File: src/rtl/alu_sched_pkg.sv
// Shared constants and FSM encoding for the two-requester ALU scheduler.
package alu_sched_pkg;

  localparam int W     = 8;
  localparam int SEL_W = 4;

  typedef enum logic [1:0] {
    ARB   = 2'd0,
    LOCK0 = 2'd1,
    LOCK1 = 2'd2
  } state_t;

  localparam logic [SEL_W-1:0] ALU_ADD = 4'h0;
  localparam logic [SEL_W-1:0] ALU_SUB = 4'h1;

endpackage

File: src/rtl/alu_8bit.sv
// Combinational 8-bit ALU; carry-out is the carry for ADD, borrow for SUB,
// and the shifted-out bit for the shifts.
module alu_8bit (
  input  logic [7:0] a,
  input  logic [7:0] b,
  input  logic [3:0] alu_sel,
  input  logic       cin,
  output logic [7:0] alu_out,
  output logic       alu_cout
);

  logic [8:0] wide;

  // Opcode decode.
  always_comb begin
    wide     = 9'd0;
    alu_out  = 8'd0;
    alu_cout = 1'b0;
    case (alu_sel)
      4'h0: begin
        wide     = {1'b0, a} + {1'b0, b} + {8'd0, cin};
        alu_out  = wide[7:0];
        alu_cout = wide[8];
      end
      4'h1: begin
        wide     = {1'b0, a} - {1'b0, b} - {8'd0, cin};
        alu_out  = wide[7:0];
        alu_cout = wide[8];
      end
      4'h2: alu_out = a & b;
      4'h3: alu_out = a | b;
      4'h4: alu_out = a ^ b;
      4'h5: alu_out = ~a;
      4'h6: {alu_cout, alu_out} = {a, 1'b0};
      4'h7: begin
        alu_out  = {1'b0, a[7:1]};
        alu_cout = a[0];
      end
      default: ;
    endcase
  end

endmodule

File: src/rtl/alu_sched_2req.sv
// Round-robin scheduler sharing one ALU between two requesters, with a grant
// lock for multi-byte chains and per-requester result buffers and carry flags.
module alu_sched_2req
  import alu_sched_pkg::*;
(
  input  logic                 clk,
  input  logic                 reset,
  input  logic [1:0]           req_valid,
  output logic [1:0]           req_ready,
  input  logic [2*W-1:0]       req_a,
  input  logic [2*W-1:0]       req_b,
  input  logic [2*SEL_W-1:0]   req_sel,
  input  logic [1:0]           req_use_c,
  input  logic [1:0]           req_lock,
  output logic [1:0]           rsp_valid,
  input  logic [1:0]           rsp_ready,
  output logic [2*W-1:0]       rsp_out,
  output logic [1:0]           rsp_cout,
  output logic                 busy
);

  state_t               state, state_nxt;
  logic                 ptr, ptr_nxt;
  logic [1:0]           elig, grant;
  logic                 acc_id;

  logic                 iss_vld_p1, iss_id_p1, iss_cin_p1;
  logic [W-1:0]         iss_a_p1, iss_b_p1;
  logic [SEL_W-1:0]     iss_sel_p1;
  logic [W-1:0]         alu_out;
  logic                 alu_cout;

  logic [1:0]           vld_p2, cout_p2, carry;
  logic [1:0][W-1:0]    out_p2;

  // A requester may issue only with nothing of its own in flight.
  always_comb begin
    elig = '0;
    for (int i = 0; i < 2; i++)
      elig[i] = req_valid[i] & ~vld_p2[i] & ~(iss_vld_p1 & (iss_id_p1 == 1'(i)));
  end

  // Grant selection and next-state/pointer logic.
  always_comb begin
    grant     = '0;
    state_nxt = state;
    ptr_nxt   = ptr;
    case (state)
      ARB: begin
        if (elig[ptr])       grant[ptr]  = 1'b1;
        else if (elig[~ptr]) grant[~ptr] = 1'b1;
      end
      LOCK0:   grant[0] = elig[0];
      LOCK1:   grant[1] = elig[1];
      default: ;
    endcase
    req_ready = reset ? 2'b00 : grant;
    acc_id    = req_ready[1];
    if (|req_ready) begin
      if (req_lock[acc_id]) begin
        state_nxt = acc_id ? LOCK1 : LOCK0;
      end else begin
        state_nxt = ARB;
        ptr_nxt   = ~acc_id;
      end
    end
  end

  // FSM state and round-robin pointer.
  always_ff @(posedge clk) begin
    if (reset) begin
      state <= ARB;
      ptr   <= 1'b0;
    end else begin
      state <= state_nxt;
      ptr   <= ptr_nxt;
    end
  end

  // ---- p0 -> p1: accepted request into the issue stage ----
  // Issue-stage occupancy.
  always_ff @(posedge clk) begin
    if (reset) iss_vld_p1 <= 1'b0;
    else       iss_vld_p1 <= |req_ready;
  end

  // Issue-stage operands; cin folds in the requester's own carry flag.
  always_ff @(posedge clk) begin
    if (|req_ready) begin
      iss_id_p1  <= acc_id;
      iss_a_p1   <= acc_id ? req_a[2*W-1:W] : req_a[W-1:0];
      iss_b_p1   <= acc_id ? req_b[2*W-1:W] : req_b[W-1:0];
      iss_sel_p1 <= acc_id ? req_sel[2*SEL_W-1:SEL_W] : req_sel[SEL_W-1:0];
      iss_cin_p1 <= carry[acc_id] & req_use_c[acc_id];
    end
  end

  alu_8bit u_alu (
    .a        (iss_a_p1),
    .b        (iss_b_p1),
    .alu_sel  (iss_sel_p1),
    .cin      (iss_cin_p1),
    .alu_out  (alu_out),
    .alu_cout (alu_cout)
  );

  // ---- p1 -> p2: ALU result into the owner's buffer and carry flag ----
  // Result buffers are cleared on reset so no stale result is ever shown.
  always_ff @(posedge clk) begin
    if (reset) begin
      vld_p2  <= '0;
      out_p2  <= '0;
      cout_p2 <= '0;
      carry   <= '0;
    end else begin
      vld_p2 <= vld_p2 & ~(vld_p2 & rsp_ready);
      if (iss_vld_p1) begin
        vld_p2[iss_id_p1]  <= 1'b1;
        out_p2[iss_id_p1]  <= alu_out;
        cout_p2[iss_id_p1] <= alu_cout;
        carry[iss_id_p1]   <= alu_cout;
      end
    end
  end

  assign rsp_valid = vld_p2;
  assign rsp_out   = out_p2;
  assign rsp_cout  = cout_p2;
  assign busy      = iss_vld_p1 | (state != ARB);

endmodule

File: config.mk
export PLATFORM = sky130hd
export DESIGN_NAME = alu_sched_2req
export DESIGN_NICKNAME = d
export VERILOG_FILES = /design/src/rtl/alu_sched_pkg.sv /design/src/rtl/alu_8bit.sv /design/src/rtl/alu_sched_2req.sv
export SDC_FILE = /design/constraint.sdc
export NUM_CORES = 1
export LEC_CHECK = 0
export ABC_AREA = 1
export CAP_MARGIN = 20
export CORE_ASPECT_RATIO = 1.4
export CORE_MARGIN = 2
export CORE_UTILIZATION = 40
export CTS_CLUSTER_DIAMETER = 120
export DETAILED_ROUTE_END_ITERATION = 10
export PLACE_DENSITY = 0.65
export SLEW_MARGIN = 10
export SYNTH_ARGS = -nofsm -noshare
export SYNTH_HDL_FRONTEND = slang
export SYNTH_SLANG_ARGS = --single-unit
File: constraint.sdc
create_clock -name clk -period 2.21 [get_ports clk]
set_input_delay 0.442 -clock clk [delete_from_list [all_inputs] [get_ports clk]]
set_output_delay 0.442 -clock clk [all_outputs]
set_load 0.03 [all_outputs]
==> run summary, run 1 <==
=================================================================================
Final HPWL DP                                                             7397 um
Vias in the first global route                                               3278
Clock transition at the registers of the reported paths                     70 ps
Detail Route met3 WL                                                       381 um
Vias per inst                                                               4.983
Max stage delay on crit path                                               530 ps
Synth cell count leaders                                             nand2_1 (152), inv_1 (71), nor2_1 (63)
Final Setup Violations                                                          0
Worst-skew pair later-pin latency                                          300 ps
Total congestion overflow                                                       0
Psw                                                                    0.001352 W
Area taken by flip-flops and latches                                     1141 um2
Combinational group share of total power                                    46.5%
Leakage power                                                            2.300 nW
Final Routed Wirelength                                                   9046 um
Library cells used by synthesis                                                32
Synthesized netlist cell count                                                507
Number of cells on the worst reg-to-reg path                                   12
Number of enable-type register cells in the synthesized netlist                22
Placed cell count                                                             698
Antenna violations before repair                                                0
Max VDD drop                                                            0.6590 mV
Total area of multi-input combinational cells                            2096 um2
Clk network pwr share                                                       21.6%
Via count                                                                    3523
Placeable Area                                                           8458 um2
F_max                                                                   464.8 MHz
Syn Std Cell Area                                                        3446 um2
Fill cell count                                                               838
Kind of critical path                                                  reg -> reg
Synth area leaders                                                   edfxtp_1 (19%), nand2_1 (17%), dfxtp_1 (14%)
Starting density of the core                                               40.74%
Number of diodes added for antenna fixing                                       0
Setup repair after global routing missed its margin                          true
FFs w/ async S/R, synth                                                        0%
Final weighted congestion of routability-driven global placement           0.9907
#FFs+latches synth                                                             46
Port-buffer cells                                                              72
Run status                                                           finished, final reports clean
CTS Buf Count                                                                   5
Kind of end point of the critical path                                  flip-flop
Synth Net Count                                                               591
Highest layer used for signal routing                                        met4
Starting DRC count in detailed routing                                        228
Most frequently used cell type in the post-synthesis netlist              nand2_1
Number of max-slew violations in the final report                               0
Portion of synthesized cell area occupied by the leading cell type         19.17%
Number of clock sinks seen by CTS                                              46
Arrival time at the worst endpoint                                        2340 ps
CTS max path bufs                                                               2
PD cells                                                             733.1 nW/um2
Post-synthesis sequential area ratio                                       33.12%
Final-layout setup total negative slack                                      0 ps
Length of the first detailed-routing pass in iterations                         5
Worst Clk Skew                                                           14.42 ps
Net switching share of the total power                                     39.01%
Reg-to-reg setup timing slack                                               60 ps
Post-DRT Antenna Nets                                                           0
Cell Count, Final, Fillers Out                                                707
Most used DFF post-synth                                                  dfxtp_1
Critical path data required time                                          2400 ps
Slew at the pin closest to its max-slew limit                            560.9 ps
MaxCap Viol Count                                                               0
Met2 Routed Length                                                        4716 um
Clock tree from TritonCTS                                                   built
Final total power                                                      0.003466 W
Crit-path most repeated cell                                              nand2_2
Synth-to-layout area growth                                                37.18%
Routed length on met1                                                     3586 um
Largest fanout on the critical path                                             3
Cell at the slowest stage of the critical path                               fa_2
Area of the die                                                          9383 um2
Hold WC Path Type                                                      reg -> reg
Startpoint of the worst register-to-register path                     iss_b_p1[0]
Average footprint of a synthesized cell                                 6.796 um2
Number of placement rows                                                       40
Average wire per cell in the routed design                               12.79 um
Pint                                                                   0.002114 W
Largest area contributor in the synthesized netlist                      edfxtp_1
Boundary Pins                                                                  73
Overall track demand over capacity in global routing                       20.21%
Htree depth                                                                     2
Critical-path cell list                                              buf_6 > fa_2 > inv_2 > ha_4 > o21ai_4 > nand2_2 > nand2_2 > nand3_1 > nand3_2 > nand3_4 > nor2_2 > nor2_1
Critical Path Start                                                   iss_b_p1[0]
Critical Path Sink                                                    rsp_out[15]
Pin count of the biggest net entering global routing                           23
Clock Root Buffer                                                       clkbuf_16
Remaining DRCs                                                                  0
Height of the die                                                        113.8 um
Terminus of the critical flop-to-flop path                            rsp_out[15]
Number of nets in the layout                                                  685
Sequential Power Share                                                      31.8%
Die width                                                                82.44 um
Share of post-route cells with drive strength above 1                      13.62%
Final count of hold timing violations                                           0
Max transition margin                                                      62.32%
Period Utilization, post-route                                             97.35%
Number of warnings printed during yosys synthesis                               0
Crit path launch type                                                   flip-flop
Global-route wire length before repair                                   14680 um
Crit path time final                                                      2151 ps
=================================================================================
## repair_timing
item	in CTS	in global routing
cloned	0	0
hold buffers	0	0
setup buffers	0	1
setup endpoints to repair	6	14
pin swaps	0	14
resized for setup	4	32
## placed cells by master (no fill, tap or decap), types with 7 or more instances in the layout
| master | netlist | routed |
|---|---|---|
| nor2_1 | 63 | 58 |
| nor2_2 | 3 | 8 |
| nand2_1 | 152 | 148 |
| edfxtp_1 | 22 | 22 |
| nand2_2 | 5 | 8 |
| dfxtp_1 | 24 | 24 |
| clkdlybuf4s50_1 | 0 | 70 |
| ha_1 | 30 | 27 |
| a21oi_1 | 12 | 11 |
| buf_4 | 1 | 24 |
| inv_2 | 9 | 11 |
| o22ai_1 | 7 | 7 |
| o21ai_0 | 17 | 13 |
| nand3_1 | 48 | 41 |
| inv_1 | 71 | 69 |
## metal layers
metal / up-vias / GRT usage, %
li1: 1804 / -
met1: 1571 / 23.25
met2: 119 / 35.43
met3: 29 / 3.165
met4: 0 / 9.778
met5: - / 0
## power groups by stage
stage	Clock, W	Sequential [W]	Combinational [W]
2_1_floorplan	0	0.00120	0.000858
3_3_place_gp	0	0.00112	0.00146
3_5_place_dp	0	0.00112	0.00148
4_1_cts	0.000769	0.00110	0.00150
5_1_grt	0.000801	0.00112	0.00179
6_report	0.000749	0.00110	0.00161
## cell type report
class	instances	area share (%)
timing repair buffer	96	19.30
clock inverter	3	0.4500
multi-input combinational	372	44.34
clock buffer	5	2.647
inverter	80	6.353
sequential	46	24.14
tap	105	2.779
## registers in the layout, summed over array words and instances, names as in the netlist, 2 cells and up
name        count
rsp_out        16
iss_a_p1        8
iss_b_p1        8
iss_sel_p1      4
rsp_cout        2
rsp_valid       2
state           2
## kinds of logic (layout without fill, tap and decap cells)
logic type / count (synthesis) / after routing / share of synthesized area, %
simple gates: 287 / 287 / 35.15
xor+xnor: 1 / 1 / 0.2542
buf+inv: 89 / 184 / 9.949
flops: 46 / 46 / 33.12
fa+ha+maj: 34 / 34 / 13.22
compound gates: 50 / 50 / 8.315
## stage by stage
stage               worst slack, ps  util, %  instance area (um2)  hold WS (ps)
floorplan                     177.0        -                 3446         461.5
global placement             -78.94    52.44                 4436         462.4
detailed placement           -155.2    52.44                 4436         464.1
CTS                           8.120    54.30                 4593         474.5
global route                 -83.26    55.89                 4727         500.8
finish                        58.51    55.89                 4727         473.9
## critical path, delay by kind of cell (launching register included)
kind	cells	cell delay, ps
compound gates	1	140
fa+ha+maj	2	690
buf+inv	2	200
flops	1	440
simple gates	7	580
## worst min-delay path by stage
stage / slack (ps) / depth (start not counted) / start / to
after floorplan: 460 / 2 / ptr / ptr
after global placement: 460 / 2 / rsp_valid[0] / rsp_valid[0]
after detailed placement: 460 / 2 / rsp_valid[1] / rsp_valid[1]
after CTS: 470 / 2 / rsp_valid[1] / rsp_valid[1]
after global routing: 500 / 2 / rsp_valid[0] / rsp_valid[0]
final: 470 / 2 / rsp_valid[1] / rsp_valid[1]
(Power assumes the default switching activity.)
==> run 2: changes to the inputs <==
Settings changed: CAP_MARGIN 20 to unset, TNS_END_PERCENT set to 5.
==> run 2 against run 1 <==
Critical path depth did not move. Largest power group unchanged. Highest routed layer unchanged. Global-route usage did not move. First-iteration DRC count rose by 6.6%. Sequential cell count did not move. Register-to-register slack barely moved.
==> run summary, run 2 (synthesis results as in run 1) <==
=====================================================================================
Antenna violations before repair                                                    0
Synth-to-layout area growth                                                    36.56%
Leakage power                                                                2.292 nW
Number of cells on the worst reg-to-reg path                                       12
Number of placement rows                                                           40
Commonest cells after routing, fill and taps aside                       nand2_1 (149), clkdlybuf4s50_1 (70), inv_1 (69), nor2_1 (58), nand3_1 (44)
Placeable Area                                                               8458 um2
Crit path launch type                                                       flip-flop
Critical path data required time                                              2400 ps
Fill cell count                                                                   839
Overall track demand over capacity in global routing                           20.21%
Final Setup Violations                                                              0
Run status                                                               finished, final reports clean
Boundary Pins                                                                      73
Port-buffer cells                                                                  72
Htree depth                                                                         2
Min-Delay Startpoint                                                     rsp_valid[1]
PD cells                                                                 732.8 nW/um2
Number of clock sinks seen by CTS                                                  46
Startpoint of the worst register-to-register path                         iss_b_p1[0]
Starting DRC count in detailed routing                                            243
Vias in the first global route                                                   3278
Number of max-slew violations in the final report                                   0
Vias per inst                                                                   4.986
Total area of multi-input combinational cells                                2074 um2
Height of the die                                                            113.8 um
Arrival time at the worst endpoint                                            2340 ps
Hold WC Path Type                                                          reg -> reg
CTS Buf Count                                                                       5
Total congestion overflow                                                           0
Pin count of the biggest net entering global routing                               23
CTS max path bufs                                                                   2
MaxCap Viol Count                                                                   0
Flip-flop count of the largest register after layout                               16
Max VDD drop                                                                0.6563 mV
Global-route wire length before repair                                       14680 um
Starting density of the core                                                   40.74%
Die width                                                                    82.44 um
Critical Path Start                                                       iss_b_p1[0]
Remaining DRCs                                                                      0
Area taken by flip-flops and latches                                         1141 um2
Hold path depth                                                                     2
Worst Clk Skew                                                               13.81 ps
Final total power                                                          0.003448 W
Number of nets in the layout                                                      685
Clock tree from TritonCTS                                                       built
Final Routed Wirelength                                                       9008 um
Clock Root Buffer                                                           clkbuf_16
Max transition margin                                                          66.92%
Clock transition at the registers of the reported paths                         70 ps
Crit path time final                                                          2146 ps
Period Utilization, post-route                                                 97.11%
Final weighted congestion of routability-driven global placement               0.9907
Average wire per cell in the routed design                                   12.74 um
Slew at the pin closest to its max-slew limit                                492.4 ps
Post-DRT Antenna Nets                                                               0
Number of diodes added for antenna fixing                                           0
Most frequent standard cell in the layout excluding fill and tap cells        nand2_1
Share of post-route cells with drive strength above 1                          12.79%
Setup repair after global routing missed its margin                              true
Final count of hold timing violations                                               0
Utilization after layout                                                       55.64%
Length of the first detailed-routing pass in iterations                             5
Area of the die                                                              9383 um2
Worst-skew pair later-pin latency                                              300 ps
Largest fanout on the critical path                                                 3
Kind of end point of the critical path                                      flip-flop
Kind of critical path                                                      reg -> reg
F_max                                                                       466.0 MHz
Via count                                                                        3525
Final HPWL DP                                                                 7397 um
=====================================================================================
## run 2: cell types whose count changed in the layout (fill, tap and decap cells not counted)
cell,previous run,this run
nand3_1,41,44
o21ai_2,1,0
o21ai_1,6,7
nand2_2,8,7
nand3_2,6,3
nand2_1,148,149
## run 2: routing by layer
layer	track usage, %	up-vias	wire length, um	share of wire (%)
met5	0	-	0	0
met4	9.778	0	378	4.2
met3	3.165	26	407	4.5
met2	35.43	119	4647	52
met1	23.25	1576	3575	40
li1	-	1804	-	-
## run 2: what timing repair did
action | in CTS | in global routing
resized for setup | 4 | 27
hold endpoints to repair | 0 | 0
pin swaps | 0 | 10
hold buffers | 0 | 0
setup endpoints to repair | 6 | 14
setup buffers | 0 | 1
## run 2: critical path, cell delays in order, from the launching register on
cell	delay (ps)
edfxtp_1	440
buf_6	150
fa_2	530
inv_2	50
ha_4	160
o21ai_4	140
nand2_2	80
nand2_2	70
nand3_1	80
nand3_2	100
nand3_4	90
nor2_2	100
nor2_1	50
## run 2: power by group
group          switching, W  internal, W
combinational      0.000934     0.000662
clock              0.000325     0.000424
sequential        0.0000800      0.00102
total               0.00134      0.00211
## run 2: cell type report
| cell class | count | share of cell area, % |
|---|---|---|
| inverters | 80 | 6.381 |
| well taps | 105 | 2.792 |
| clock inverters | 3 | 0.4520 |
| repair buffers | 96 | 19.38 |
| flip-flops and latches | 46 | 24.25 |
| multi-input cells | 372 | 44.08 |
| clock buffers | 5 | 2.659 |
## run 2: path summary, 6_finish.rpt
path	end	slack [ps]
setup reg to reg	rsp_out[15]	60
hold reg to reg	rsp_valid[1]	470
hold / removal	rsp_valid[1]	470
setup / recovery	rsp_out[15]	60
## run 2: stage by stage
step / cells / setup slack [ps] / TNS [ps] / hold WS, ps / area (um2)
final: 707 / 63.91 / 0 / 474.1 / 4706
after global routing: 707 / -82.82 / -439.3 / 500.8 / 4706
after CTS: 706 / 8.120 / 0 / 474.5 / 4593
after detailed placement: 698 / -155.2 / -307.9 / 464.1 / 4436
after global placement: 698 / -78.94 / -155.3 / 462.4 / 4436
after floorplan: 507 / 177.0 / 0 / 461.5 / 3446
